**src/rtl/tfcall_sched.sv**
```systemverilog
// tfcall_sched: round-robin scheduler that shares one multi-cycle function
// unit between NREQ requesters. It grants one call at a time, runs the unit
// for LAT cycles and returns the result tagged with the caller's index.
// Optional feature: define TFCALL_SCHED_ERRCNT_EN to add the saturating
// illegal-call counter output err_cnt.
module tfcall_sched #(
  parameter int NREQ = 4,
  parameter int W    = 8,
  parameter int LAT  = 2
) (
  input  logic                     clk,
  input  logic                     rst_n,
  input  logic [NREQ-1:0]          req_valid,
  output logic [NREQ-1:0]          req_ready,
  input  logic [2*NREQ-1:0]        req_op,
  input  logic [W*NREQ-1:0]        req_a,
  input  logic [W*NREQ-1:0]        req_b,
  output logic                     rsp_valid,
  input  logic                     rsp_ready,
  output logic [$clog2(NREQ)-1:0]  rsp_id,
  output logic [W-1:0]             rsp_data,
  output logic                     rsp_err,
`ifdef TFCALL_SCHED_ERRCNT_EN
  output logic [7:0]               err_cnt,
`endif
  output logic                     busy
);

  localparam int IW = $clog2(NREQ);

  localparam logic [1:0] OP_SUM     = 2'd0;
  localparam logic [1:0] OP_DOUBLE  = 2'd1;
  localparam logic [1:0] OP_CONST   = 2'd2;
  localparam logic [1:0] OP_ILLEGAL = 2'd3;

  typedef enum logic [1:0] {
    IDLE = 2'd0,
    EXEC = 2'd1,
    RESP = 2'd2
  } state_t;

  state_t        state;
  state_t        state_nxt;

  logic [IW-1:0] ptr;
  logic [IW-1:0] grant;
  logic          grant_vld;
  logic [1:0]    grant_op;
  logic [W-1:0]  grant_a;
  logic [W-1:0]  grant_b;
  logic [IW-1:0] ptr_nxt;
  logic          accept;
  logic          last_exec;

  logic [1:0]    op_q;
  logic [W-1:0]  a_q;
  logic [W-1:0]  b_q;
  logic [3:0]    cnt;
  logic [W-1:0]  result;

  // Round-robin search: the first valid requester at or after ptr wins.
  // Walking offsets downward lets the smallest offset overwrite the others.
  always_comb begin
    int j;
    grant     = '0;
    grant_vld = 1'b0;
    j         = 0;
    for (int i = NREQ - 1; i >= 0; i--) begin
      j = int'(ptr) + i;
      if (j >= NREQ) begin
        j = j - NREQ;
      end
      if (req_valid[IW'(j)]) begin
        grant     = IW'(j);
        grant_vld = 1'b1;
      end
    end
  end

  // Select the winning requester's opcode and operands out of the packed buses.
  always_comb begin
    grant_op = '0;
    grant_a  = '0;
    grant_b  = '0;
    for (int i = 0; i < NREQ; i++) begin
      if (grant == IW'(i)) begin
        grant_op = req_op[2*i +: 2];
        grant_a  = req_a[W*i +: W];
        grant_b  = req_b[W*i +: W];
      end
    end
  end

  assign ptr_nxt   = (grant == IW'(NREQ - 1)) ? '0 : grant + 1'b1;
  assign accept    = (state == IDLE) && grant_vld;
  assign last_exec = (cnt == 4'(LAT - 1));

  // Shared function unit: results are truncated to W bits, no overflow flag.
  always_comb begin
    result = '0;
    case (op_q)
      OP_SUM:    result = a_q + b_q;
      OP_DOUBLE: result = {a_q[W-2:0], 1'b0};
      OP_CONST:  result = W'(1);
      default:   result = '0;
    endcase
  end

  // State register; reset abandons any call in flight.
  always_ff @(posedge clk or negedge rst_n) begin
    if (!rst_n) begin
      state <= IDLE;
    end else begin
      state <= state_nxt;
    end
  end

  // Next-state and handshake outputs; req_ready is only raised while idle.
  always_comb begin
    state_nxt = state;
    req_ready = '0;
    rsp_valid = 1'b0;
    busy      = (state != IDLE);
    case (state)
      IDLE: begin
        if (grant_vld) begin
          req_ready[grant] = 1'b1;
          state_nxt = (grant_op == OP_ILLEGAL) ? RESP : EXEC;
        end
      end
      EXEC: begin
        if (last_exec) begin
          state_nxt = RESP;
        end
      end
      RESP: begin
        rsp_valid = 1'b1;
        if (rsp_ready) begin
          state_nxt = IDLE;
        end
      end
      default: state_nxt = IDLE;
    endcase
  end

  // Call latch, latency counter and response registers; the response fields
  // only change at accept or at the end of execution, so they hold in RESP.
  always_ff @(posedge clk or negedge rst_n) begin
    if (!rst_n) begin
      ptr      <= '0;
      op_q     <= '0;
      a_q      <= '0;
      b_q      <= '0;
      cnt      <= '0;
      rsp_id   <= '0;
      rsp_data <= '0;
      rsp_err  <= 1'b0;
    end else begin
      case (state)
        IDLE: begin
          if (grant_vld) begin
            op_q   <= grant_op;
            a_q    <= grant_a;
            b_q    <= grant_b;
            cnt    <= '0;
            rsp_id <= grant;
            ptr    <= ptr_nxt;
            if (grant_op == OP_ILLEGAL) begin
              rsp_data <= '0;
              rsp_err  <= 1'b1;
            end else begin
              rsp_err  <= 1'b0;
            end
          end
        end
        EXEC: begin
          if (last_exec) begin
            rsp_data <= result;
          end else begin
            cnt <= cnt + 4'd1;
          end
        end
        default: begin
        end
      endcase
    end
  end

`ifdef TFCALL_SCHED_ERRCNT_EN
  // Count accepted illegal calls, saturating at 255; only reset clears it.
  always_ff @(posedge clk or negedge rst_n) begin
    if (!rst_n) begin
      err_cnt <= '0;
    end else if (accept && (grant_op == OP_ILLEGAL) && (err_cnt != 8'hFF)) begin
      err_cnt <= err_cnt + 8'd1;
    end
  end
`endif

endmodule

```
**config.mk**
```make
export PLATFORM = sky130hd
export DESIGN_NAME = tfcall_sched
export DESIGN_NICKNAME = d
export VERILOG_FILES = /design/src/rtl/tfcall_sched.sv
export SDC_FILE = /design/constraint.sdc
export NUM_CORES = 1
export LEC_CHECK = 0
export ABC_CLOCK_PERIOD_IN_PS = 3410
export CAP_MARGIN = 20
export CORE_MARGIN = 4
export CORE_UTILIZATION = 45
export DETAILED_ROUTE_END_ITERATION = 10
export PLACE_DENSITY = 0.9
export SYNTH_ARGS = -nofsm -noshare
export SYNTH_HDL_FRONTEND = slang
export SYNTH_SLANG_ARGS = --single-unit
```
**constraint.sdc**
```tcl
create_clock -name clk -period 3.41 [get_ports clk]
set_input_delay 0.682 -clock clk [delete_from_list [all_inputs] [get_ports clk]]
set_output_delay 0.682 -clock clk [all_outputs]
set_load 0.05 [all_outputs]
```
# == Word level (Yosys, flattened, before mapping) ==
# Index checks and enable logic that the tools add are counted.
# word_totals
reg_bits,37
inputBits,79
out_inout_bits,17
elab_cells,109
# classes
addsub,10
n_lt_le_gt_ge,10
n_eq_ne,14
mux,56
n_reduce_logical,10
# op_table
op,count
two-way mux 8 bit,11
two-way mux 2 bit,17
case mux 8 bit (3 select lines),1
less-than comparator 2 x 4 -> 1 bit (second input constant),4
two-way mux 4 bit,4
case mux 8 bit (2 select lines),1
two-way mux 1 bit,15
== test 2 bit (second input constant),5
>= comparator 3 bit (second input constant),3
adder 8 bit,1
binary-select mux 1 bit (select 2 bit),4
inequality test 2 bit (second input constant),4
case mux 4 bit (2 select lines),1
subtractor 2 x 1 -> 2 bit (second input constant),4
adder 2 x 2 -> 3 bit (second input constant),2
== test 2 x 1 -> 1 bit (second input constant),3
logical NOT 2 bit,3
case mux 2 bit (3 select lines),1
AND reduction 3 bit,2
adder 4 x 1 -> 4 bit (second input constant),1
== test 4 x 1 -> 1 bit (second input constant),1
AND reduction 4 bit,1
nonzero test 2 bit,2
adder 2 x 1 -> 3 bit (second input constant),1
other kinds (8),8

# == Longest topological paths before layout ==
# logic_depth
ltp_word,19
mapped_depth,12

# == Worst setup path before layout ==
# No wires, ideal clock.
# synth_path
path_kind,input port to output port
from,input port req_valid[3]
to,output port req_ready[3]
arrival_ns,2.344
required_ns,2.728
slack_ns,0.384
cell_stages,7
path_buffers,2
path_cell_list,nand2_1 -> and3_1 -> a311oi_1 -> ha_1 -> buf_4 -> clkbuf_1 -> and2_1
# synth_via
elab_chain_len,13
word_cells_on_any_way,27
classes_between,order compare (2); mux (24); reduce/logical (1)
# synth_rtl
element,line_no,source
from (decl),13,"input logic [NREQ-1:0] req_valid,"
binary-select mux 1 bit (select 2 bit),73,if (req_valid[IW'(j)]) begin
two-way mux 1 bit (implied by the code) (2 in series),73,
two-way mux 2 bit (3 in series),73,
two-way mux 2 bit *,73,
net grant[0],46,logic [IW-1:0] grant;
less-than comparator 2 x 3 -> 1 bit (implied by the code) or >= comparator 2 x 1 -> 1 bit (tied branches),127,req_ready[grant] = 1'b1;
logical AND 1 bit (implied by the code),127,
two-way mux 1 bit (implied by the code),127,
demux 1 bit (select 2 bit) *,127,
two-way mux 4 bit *,126,if (grant_vld) begin
two-way mux 4 bit *,124,case (state)
to (decl),14,"output logic [NREQ-1:0] req_ready,"
# The timed path passes the listed nets; every way through them passes the cells marked *. The select of a mux whose other input is x is not followed.

# == Worst setup path in the final report ==
# Same ends and word-level chain as after synthesis.

==> flow_summary.ini <==
[floorplanning]
design.die.area_mm2 = 0.00703
coreArea_mm2 = 0.00554
boundaryPins = 96
dieHeight_um = 83.8
initial_utilization = 0.467
num_rows = 27
die-width_um = 83.8

[clocking]
root_buffer = sky130_fd_sc_hd__clkbuf_8
tritoncts.num_buffers = 5
max_root_sink_buffers = 2
holdBufCountCts = 0
tritoncts = built
cts_sinks = 37
clk_transition_reported_paths_ns = 0.07
clkLatencyLatePin_ns = 0.29
ctsHtreeMaxLevel = 2

[critical_path]
crit_slowest_cell = sky130_fd_sc_hd__clkdlybuf4s50_1
ff2ff_path_depth = 10
worstPathRequired_ns = 2.73
critPathMaxStageDelay_ns = 0.50
r2r_start = ptr[1]
worstSetupStartpointType = input port
crit_path_arrival_time_ns = 2.59
cpMostUsedCell = sky130_fd_sc_hd__buf_4
critical_path.max_fanout = 4
critical_path.endpoint_type = output pin
worst-r2r-setup-slack_ns = 0.58
worst_r2r_endpoint = rsp_data[6]
largest_delay_share_family_worst_path = buffers and inverters
crit_path_cell_trace = clkdlybuf4s50_1, nand2_1, and3_1, a311oi_2, buf_4, ha_1, buf_4, and2_1, buf_12
critPathBufInv = 4
kind_of_critical_path = input port to output pin

[synthesis]
postSynthAreaPerCell_um2 = 8.35
synth_cell_type_count = 47
post_synth_instance_area_mm2 = 0.00259
synth-seq-area-share = 0.358
post_synth_inst_count = 310
ys_seq_elements = 37
synth-edff-count = 0
ys_dominant_reg_cell = sky130_fd_sc_hd__dfrtp_1
synth_async_sr_flop_share = 1.00
yosysWarningCount = 0
synth_fp_nets = 403

[placed_design]
place_hpwl_mm = 5.67
gpl.final_weighted_congestion = 0.832
post-place-cells = 469
portBuffers = 95
place_worst_setup_slack_ns = -0.0631

[finish]
multiInputGateArea_mm2 = 0.00155
total_of_fill_cells_in_the_finished_design = 447
layout.core_utilization = 0.677
n_antenna_cell = 0
layout.cells.most_common = sky130_fd_sc_hd__clkdlybuf4s50_1
post_route_cells_drive_above_1_share = 0.0743
areaGrowthSynthToFinish_pct = 44.9
layout.cells.most_common_list = 90 x sky130_fd_sc_hd__clkdlybuf4s50_1, 52 x sky130_fd_sc_hd__a21oi_1, 37 x sky130_fd_sc_hd__nand2_1, 37 x sky130_fd_sc_hd__dfrtp_1, 31 x sky130_fd_sc_hd__o21ai_0
layout.nets = 497
final-seq-area_um2 = 926
stdcell_count = 476

[timing]
final_min_period_over_clock_period = 0.958
final.setup_skew_ns = 0.00518
rsz0062_at_grt = no
timing.final.max_slew_violations = 0
report.final.setup_viol = 0
final.setup.worst_slack_ns = 0.142
period_needed_ns = 3.27
timing.setup.tns_ns = 0
relSlewSlack = 0.467
timing.final.hold_violations = 0
fmax_mhz = 306
max_slew.worst_pin.slew_ns = 0.799

[detailed_routing]
num_vias = 2644
detail_route.first_pass.iterations = 4
drc_errors = 0
routed_via_density = 5.55
post_drt_wl_per_cell_um = 15.4
drt_first_iter_violations = 167
routed_wirelength_mm = 7.32
antenna_violating_nets_left = 0

[power_and_ir_drop]
power.density_mw_per_mm2 = 910
leakagePower_nw = 1.58
total_power_mw = 3.41
ir_drop_mv = 0.359

[worst_hold_path]
class_of_the_tightest_hold_or_removal_check = input port to asynchronous set/reset pin

[grt]
maximum_number_of_pins_on_one_net_before_global_route_repair = 38
grt_antenna_before_repair = 0
wire_length_of_the_first_global_routing_pass_mm = 12.0
grt_util_all_layers = 0.207
via_count_of_the_first_global_routing_pass = 2625
grt.overflow.total = 0

[run]
max_cap_viol_count = 0

[outcome]
run_status = complete, no violations
cell type report:
class	count	area share
well taps	72	0.0240
clock buffers	7	0.0230
multi-input cells	244	0.412
flip-flops and latches	37	0.247
inverters	8	0.00801
repair buffers	108	0.286
Yosys cell counts (4+ instances only):
cell / n / share of area
sky130_fd_sc_hd__a21oi_1: 52 / 0.10
sky130_fd_sc_hd__clkbuf_1: 15 / 0.022
sky130_fd_sc_hd__nand2b_1: 6 / 0.015
sky130_fd_sc_hd__ha_1: 13 / 0.063
sky130_fd_sc_hd__nand2_1: 37 / 0.054
sky130_fd_sc_hd__o21a_1: 13 / 0.038
sky130_fd_sc_hd__and2_1: 4 / 0.0097
sky130_fd_sc_hd__a21o_1: 4 / 0.012
sky130_fd_sc_hd__nor2_1: 11 / 0.016
sky130_fd_sc_hd__nand3b_1: 14 / 0.041
sky130_fd_sc_hd__nor2b_1: 6 / 0.015
sky130_fd_sc_hd__nor3_1: 5 / 0.0097
sky130_fd_sc_hd__xnor2_1: 4 / 0.014
sky130_fd_sc_hd__inv_1: 8 / 0.012
sky130_fd_sc_hd__dfrtp_1: 37 / 0.36
sky130_fd_sc_hd__o21ai_0: 31 / 0.060
cells by family after synthesis:
family / share of synthesized area
buffers and inverters: 0.0474
AND/OR/NAND/NOR: 0.204
adder cells (fa/ha/maj): 0.0706
XOR/XNOR: 0.0203
AO/OA/AOI/OAI: 0.284
flip-flops: 0.358
multiplexers: 0.0159
power by group:
group	switching, mW	total, mW	internal (mW)	leakage, nW
sequential	0.182	0.822	0.640	0.460
combinational	1.30	2.29	0.981	1.08
clock	0.144	0.305	0.160	0.0443
total	1.63	3.41	1.78	1.58
worst register-to-register path, stage by stage, from the launching register on:
cell and delay (ns):
sky130_fd_sc_hd__dfrtp_1 0.44, sky130_fd_sc_hd__nand2b_1 0.18, sky130_fd_sc_hd__and3_1 0.20, sky130_fd_sc_hd__a311oi_2 0.29
sky130_fd_sc_hd__buf_4 0.18, sky130_fd_sc_hd__ha_1 0.21, sky130_fd_sc_hd__a211oi_1 0.08, sky130_fd_sc_hd__a211o_1 0.36
sky130_fd_sc_hd__nor3_4 0.28, sky130_fd_sc_hd__o21ai_4 0.12, sky130_fd_sc_hd__a221o_1 0.35
registers in the layout (all words and copies together) (netlist names):
register  cells
state         2
op_q          2
rsp_id        2
rsp_err       1
b_q           8
rsp_data      8
a_q           8
cnt           4
ptr           2
stage by stage:
step	cell area, um^2	hold slack, ns
detailed placement	3660	0.471
floorplan	2590	0.386
CTS	3740	0.490
global placement	3660	0.461
global route	3750	0.518
finish	3750	0.472
worst max path at each step:
stage                 start      endpoint  slack, ns  cells past startpoint
2_1_floorplan  req_valid[3]  req_ready[3]       0.38                      7
6_report       req_valid[3]  req_ready[3]       0.14                      9
3_5_place_dp   req_valid[3]   rsp_data[6]      -0.06                     11
4_1_cts        req_valid[3]  req_ready[3]       0.09                      9
5_1_grt        req_valid[3]  req_ready[3]       0.04                      9
3_3_place_gp   req_valid[3]   rsp_data[6]        0.1                     11
layer usage:
layer  GRT usage  part of all wire  up-vias
li1            -                 -     1300
met2       0.361              0.48      109
met1       0.246              0.42     1221
met5           0                 0        -
met4      0.0731             0.022        0
met3      0.0503             0.076       14
repair_timing:
item / in CTS / in global routing
endpoints found under the setup margin: 0 / 3
resized for setup: 0 / 1
buffers inserted: 0 / 0
(Power assumes the default switching activity.)
